--- src/rtl/counter_updown_mod.sv ---
// Parametrised up/down counter with prescaler, wrap/saturate limits,
// synchronous load/clear, terminal-count pulse and sticky limit flags.
module counter_updown_mod #(
  parameter int WIDTH    = 4,
  parameter int MODULUS  = 16,
  parameter int PRESCALE = 1,
  parameter int SATURATE = 0
) (
  input  logic             clk,
  input  logic             reset,
  input  logic             enable,
  input  logic             up_down,
  input  logic             clear,
  input  logic             load,
  input  logic [WIDTH-1:0] load_value,
  output logic [WIDTH-1:0] count,
  output logic             tc,
  output logic             overflow,
  output logic             underflow
);

  localparam int PSW = (PRESCALE > 1) ? $clog2(PRESCALE) : 1;
  localparam logic [PSW-1:0] PS_LAST = PSW'(PRESCALE - 1);
  localparam logic [WIDTH:0] MAXV = (WIDTH+1)'(MODULUS - 1);

  logic [PSW-1:0]   ps_cnt;
  logic [PSW-1:0]   ps_d;
  logic [WIDTH-1:0] count_d;
  logic             tc_d;
  logic             ov_d;
  logic             un_d;

  logic             step;
  logic             at_top;
  logic             at_bot;
  logic [WIDTH:0]   cnt_ext;
  logic [WIDTH:0]   up_nxt;
  logic [WIDTH:0]   dn_nxt;
  logic [WIDTH:0]   ld_ext;
  logic [WIDTH:0]   ld_clamp;

  // One extra bit keeps MODULUS == 2**WIDTH compares exact.
  assign cnt_ext  = {1'b0, count};
  assign up_nxt   = cnt_ext + (WIDTH+1)'(1);
  assign dn_nxt   = cnt_ext - (WIDTH+1)'(1);
  assign ld_ext   = {1'b0, load_value};
  assign ld_clamp = (ld_ext > MAXV) ? MAXV : ld_ext;
  assign at_top   = (cnt_ext == MAXV);
  assign at_bot   = (count == '0);
  assign step     = enable && (ps_cnt == PS_LAST);

  always_comb begin
    count_d = count;
    ps_d    = ps_cnt;
    tc_d    = 1'b0;
    ov_d    = overflow;
    un_d    = underflow;
    if (clear) begin
      count_d = '0;
      ps_d    = '0;
      ov_d    = 1'b0;
      un_d    = 1'b0;
    end else if (load) begin
      count_d = WIDTH'(ld_clamp);
      ps_d    = '0;
    end else if (enable) begin
      ps_d = step ? '0 : ps_cnt + PSW'(1);
      if (step) begin
        if (up_down) begin
          if (at_top) begin
            tc_d    = 1'b1;
            ov_d    = 1'b1;
            count_d = (SATURATE != 0) ? count : '0;
          end else begin
            count_d = WIDTH'(up_nxt);
          end
        end else begin
          if (at_bot) begin
            tc_d    = 1'b1;
            un_d    = 1'b1;
            count_d = (SATURATE != 0) ? count : WIDTH'(MAXV);
          end else begin
            count_d = WIDTH'(dn_nxt);
          end
        end
      end
    end
  end

  always_ff @(posedge clk or posedge reset) begin
    if (reset) begin
      count     <= '0;
      ps_cnt    <= '0;
      tc        <= 1'b0;
      overflow  <= 1'b0;
      underflow <= 1'b0;
    end else begin
      count     <= count_d;
      ps_cnt    <= ps_d;
      tc        <= tc_d;
      overflow  <= ov_d;
      underflow <= un_d;
    end
  end

endmodule

--- config.mk ---
export PLATFORM = sky130hd
export DESIGN_NAME = counter_updown_mod
export DESIGN_NICKNAME = d
export VERILOG_FILES = /design/src/rtl/counter_updown_mod.sv
export SDC_FILE = /design/constraint.sdc
export NUM_CORES = 1
export LEC_CHECK = 0
export ABC_AREA = 1
export CORE_MARGIN = 3
export CORE_UTILIZATION = 29
export CTS_CLUSTER_DIAMETER = 150
export DETAILED_ROUTE_END_ITERATION = 12
export SYNTH_ARGS = -nofsm -noshare
export SYNTH_HDL_FRONTEND = slang
export SYNTH_SLANG_ARGS = --single-unit
--- constraint.sdc ---
create_clock -name clk -period 2.5 [get_ports clk]
set_input_delay 0.5 -clock clk [delete_from_list [all_inputs] [get_ports clk]]
set_output_delay 0.5 -clock clk [all_outputs]
set_load 0.01 [all_outputs]
======== Yosys cells after proc, flatten, opt, wreduce, memory -nomap -nowiden ========
Index checks and enable logic that the tools add are counted.
storage, ports and cells
  input bits .............................. 10
  logic and storage cells ................. 56
  output and inout port bits .............. 7
  flip-flop bits (word level) ............. 8
operators by class
  $lt $le $gt $ge ......................... 1
  add/sub/neg operators ................... 3
  reduce and logical (&&, ||, !) cells .... 12
  equality and inequality tests ........... 3
  bitwise logic cells ..................... 1
  mux-type cells .......................... 31
operators with widths
  cell                                                                count
  4-bit two-way mux                                                   8
  1-bit two-way mux                                                   23
  5-bit AND reduction                                                 2
  2-bit nonzero test                                                  5
  3-bit nonzero test                                                  2
  4-bit by 1-bit adder with 4-bit output, second input constant       1
  4-bit equality test, second input constant                          1
  4-bit > comparator, second input constant                           1
  4-bit logical NOT                                                   1
  4-bit by 1-bit subtractor with 4-bit output, second input constant  1
  2-bit by 1-bit != test with 1-bit output, second input constant     1
  2-bit != test, second input constant                                1
  2-bit AND reduction                                                 1
  1-bit adder, second input constant                                  1
  1-bit logical AND                                                   1
  1-bit inverter                                                      1

======== Depth between registers and ports, before layout ========
  depth in word-level cells ............... 7
  depth in mapped cells ................... 9
  mapped depth without buffers ............ 9

======== Worst setup path after synthesis ========
Ideal clock, no wire load.
  path kind ............................... register -> register
  start ................................... register count[0]
  end ..................................... register count[3]
  required time ........................... 2.384 ns
  cell stages (with the launch flop) ...... 10
  library setup time ...................... 0.116 ns
  path buffers ............................ 0
  arrival ................................. 1.189 ns
  slack ................................... 1.194 ns
  clock period less this slack ............ 1.306 ns
  cell sequence ........................... dfrtp_1 -> inv_1 -> ha_1 -> o21bai_1 -> nand2_1 -> nand3_1 -> nand2_1 -> nand2_1 -> nand2_1 -> nand2_1
between the ends
  longest elaborated chain between the ends .. 7
  elaborated cells on any way between the ends .. 11
  those cells by class .................... 2 x add/sub; 1 x eq/ne; 7 x mux; 1 x reduce/logical
RTL lines
  element                                                              RTL line  source
  start: declaration                                                   16        output logic [WIDTH-1:0] count,
  start signal: assignment                                             98        count <= count_d;
  4-bit by 1-bit subtractor with 4-bit output (tied with other cells)  45        assign dn_nxt = cnt_ext - (WIDTH+1)'(1);
  4-bit two-way mux, on equally long branches                          78, 70
  4-bit two-way mux (*)                                                69        if (up_down) begin
  4-bit two-way mux (*)                                                68        if (step) begin
  4-bit two-way mux (*)                                                66        end else if (enable) begin
  4-bit two-way mux (*)                                                63        end else if (load) begin
  4-bit two-way mux (*)                                                58        if (clear) begin
Every way passes the cells marked *; elsewhere a longest branch is shown, timed or not. The select of a mux whose other input is x is not followed.
A chain may end at the register's enable or synchronous reset.

======== Worst setup path after layout ========
  start ................................... register count[2]
  end ..................................... output count[2]
No word-level cell between the ends.

==> results.ini <==
[yosys]
synth_seq_cells=8
ys_warn_count=0
synth_fa_ha_area_share_pct=4.630
synth_nets=91
synth_compound_area_share_pct=12.96
synth-xor-area-share_pct=1.620
synth-simple-area-share_pct=30.56
synth_top_family_by_area=simple AND/OR/NAND/NOR gates
synth.yosys.seq_area_share_pct=37.04
synth_cell_types=17
synth.avg_cell_area_um2=6.842
syn_area_um2=540.5
synth.area.mux_share_pct=0
synthCells=79

[drt]
ant_nets=0
first_pass_iters=3
vias_per_cell=4.336
drtIter0Drc=12
totalWireLength_um=1202
via_count=529
drt_drc_violations_left=0
wl_per_cell_um=9.852

[setup_path]
cp_max_fo=8
path_buf_inv=1
r2r_start=count[0]
cp_num_cells=1
slowest_stage=clkdlybuf4s50_1
startpoint_type=register
rrSetupSlack_ps=1070
reg2reg_to=count[3]
worst_r2r_path_depth=9
critical_path_class=reg -> out
crit_path_max_incr_delay_ps=590
crit_chain=clkdlybuf4s50_1
required_ps=2000
cp.arrival_ps=1320
cp-end-kind=output port
crit_family=buffers and inverters

[floorplanning]
start_util_pct=33.18
floorplan.die_area_um2=2418
io_pins=17
row_count=14
die_h_um=49.17
die_x_um=49.17
core_area_um2=1629

[clock_network]
tritoncts=built
cts_setup_buffers=0
h-tree-depth=1
cts_resized=0
clk_latency_ps=250
clk_path_buf_depth=2
cts_buffers=3
hold_buffers=0
clock_sinks=8
clk_pin_slew_ps=60
root_buffer=clkbuf_4

[power_and_ir_drop]
switchingPower_uw=102.1
clkPwrFrac_pct=28.6
powerDensity_nw_per_um2=452.2
irDropWorstVdd_mv=0.2057
p_leak_nw=0.3685
cell_internal_pwr_uw=238.5
power.share.sequential_pct=43.6
comb_power_share_pct=27.8
p_sw_share_pct=29.97

[global_routing]
grt_pass1_vias=485
gr-usage-all-layers_pct=11.50
gr-total-overflow=0
antenna_found_initial=0
grt_max_degree=9
grt_pass1_wl_um=2159

[final_layout]
nNetsFinal=112
final_util_pct=46.24
final_cell_mix=nand2_1, inv_1, clkdlybuf4s50_1
num_antenna_cells=0
area_growth_pct=39.35
fillers=180
final_common_cell=nand2_1
final_layout_size_suffix_gt1_share_pct=10.20

[timing]
finalSetupViolations=0
fin_crit_sh_pct=72.73
maxSlewHeadroom_pct=78.95
hold_violations=0
period_needed_ps=1818
setup_slack_ps=681.7
drv_slew=0
tightest_slew_ps=315.4
rsz0062_at_grt=no
skew_ps=6.225
timing.fmax_mhz=550.0
setup-tns-final_ps=0

[status]
status=completed

[flow_run]
cap_viol_max_count=0

[placement]
gp_congestion=0.7719
dpl.hpwl_um=979.5
post-place-ws_ps=803.7
numPortBuffers=16

[hold_path]
hp-class=in -> async

[Yosys cell counts]
| cell type | instances | area share (%) |
|---|---|---|
| ha_1 | 2 | 4.6 |
| o21bai_1 | 1 | 1.4 |
| nor2_1 | 7 | 4.9 |
| o21ai_0 | 1 | 0.93 |
| nand2_1 | 19 | 13 |
| nand4_1 | 1 | 1.2 |
| nor2_4 | 1 | 2.1 |
| dfrtp_1 | 8 | 37 |
| nand2_2 | 1 | 1.2 |
| o21ai_1 | 10 | 9.3 |
| inv_2 | 3 | 2.1 |
| inv_1 | 16 | 11 |
| xor2_1 | 1 | 1.6 |
| nand3_1 | 5 | 4.6 |
| or2_4 | 1 | 1.6 |
| o211ai_1 | 1 | 1.4 |
| nor3_2 | 1 | 1.9 |
[metal layers]
layer  track usage [%]  part of all wire [%]  vias up  routed length [µm]
li1                  -                     -      282                   -
met1             14.53                    50      235                 605
met2             17.86                    45       10                 543
met3             4.893                   3.3        2                  40
met4             2.844                   1.2        0                  14
met5                 0                     0        -                   0
[area by class of cell]
class,instances,area (µm²),area share [%]
sequential,8,200.2,26.58
inverter,19,71.32,9.468
tap,24,30.03,3.987
timing repair buffer,16,160.2,21.26
clock buffer,3,22.52,2.990
multi-input combinational,52,269.0,35.71
[flip-flops by register name (all words and copies together), names as in the netlist]
name and cells:
ps_cnt 1, underflow 1, overflow 1, count 4, tc 1
[cell families (layout without fill, tap and decap cells)]
family / after synthesis / after routing
and+or+nand+nor: 36 / 36
DFF: 8 / 8
AOI/OAI and AO/OA: 13 / 13
buffers and inverters: 19 / 38
xor gates and xnor gates: 1 / 1
adders and majority gates: 2 / 2
[how the worst max path moves through the flow]
stage	startpoint	endpoint
2_1_floorplan	count[0]	count[3]
3_3_place_gp	load	count[0]
3_5_place_dp	load	count[0]
4_1_cts	count[2]	count[2]
5_1_grt	count[2]	count[2]
6_report	count[2]	count[2]
[power by group through the flow]
stage	Clock, mW	Sequential (mW)	Combinational [mW]
2_1_floorplan	0	0.151	0.0519
3_3_place_gp	0	0.152	0.0948
3_5_place_dp	0	0.151	0.0946
4_1_cts	0.103	0.149	0.0953
5_1_grt	0.109	0.151	0.106
6_report	0.0974	0.149	0.0946
[metrics by stage]
stage	hold WS, ps	cells	area (µm²)	total power, mW
floorplan	315.7	79	540.5	0.2029
global placement	498.2	119	730.7	0.2463
detailed placement	500.0	119	730.7	0.2455
CTS	508.1	122	753.2	0.3467
global route	524.1	122	753.2	0.3652
finish	496.9	122	753.2	0.3406
[worst register-to-register path, delay by kind of cell, from the launching register on]
kind / cells / cell delay [ps]
simple gates: 6 / 340
buf+inv: 1 / 120
flops: 1 / 470
compound gates: 1 / 160
fa+ha+maj: 1 / 240
Note: power is estimated with default switching activity, not from simulation.
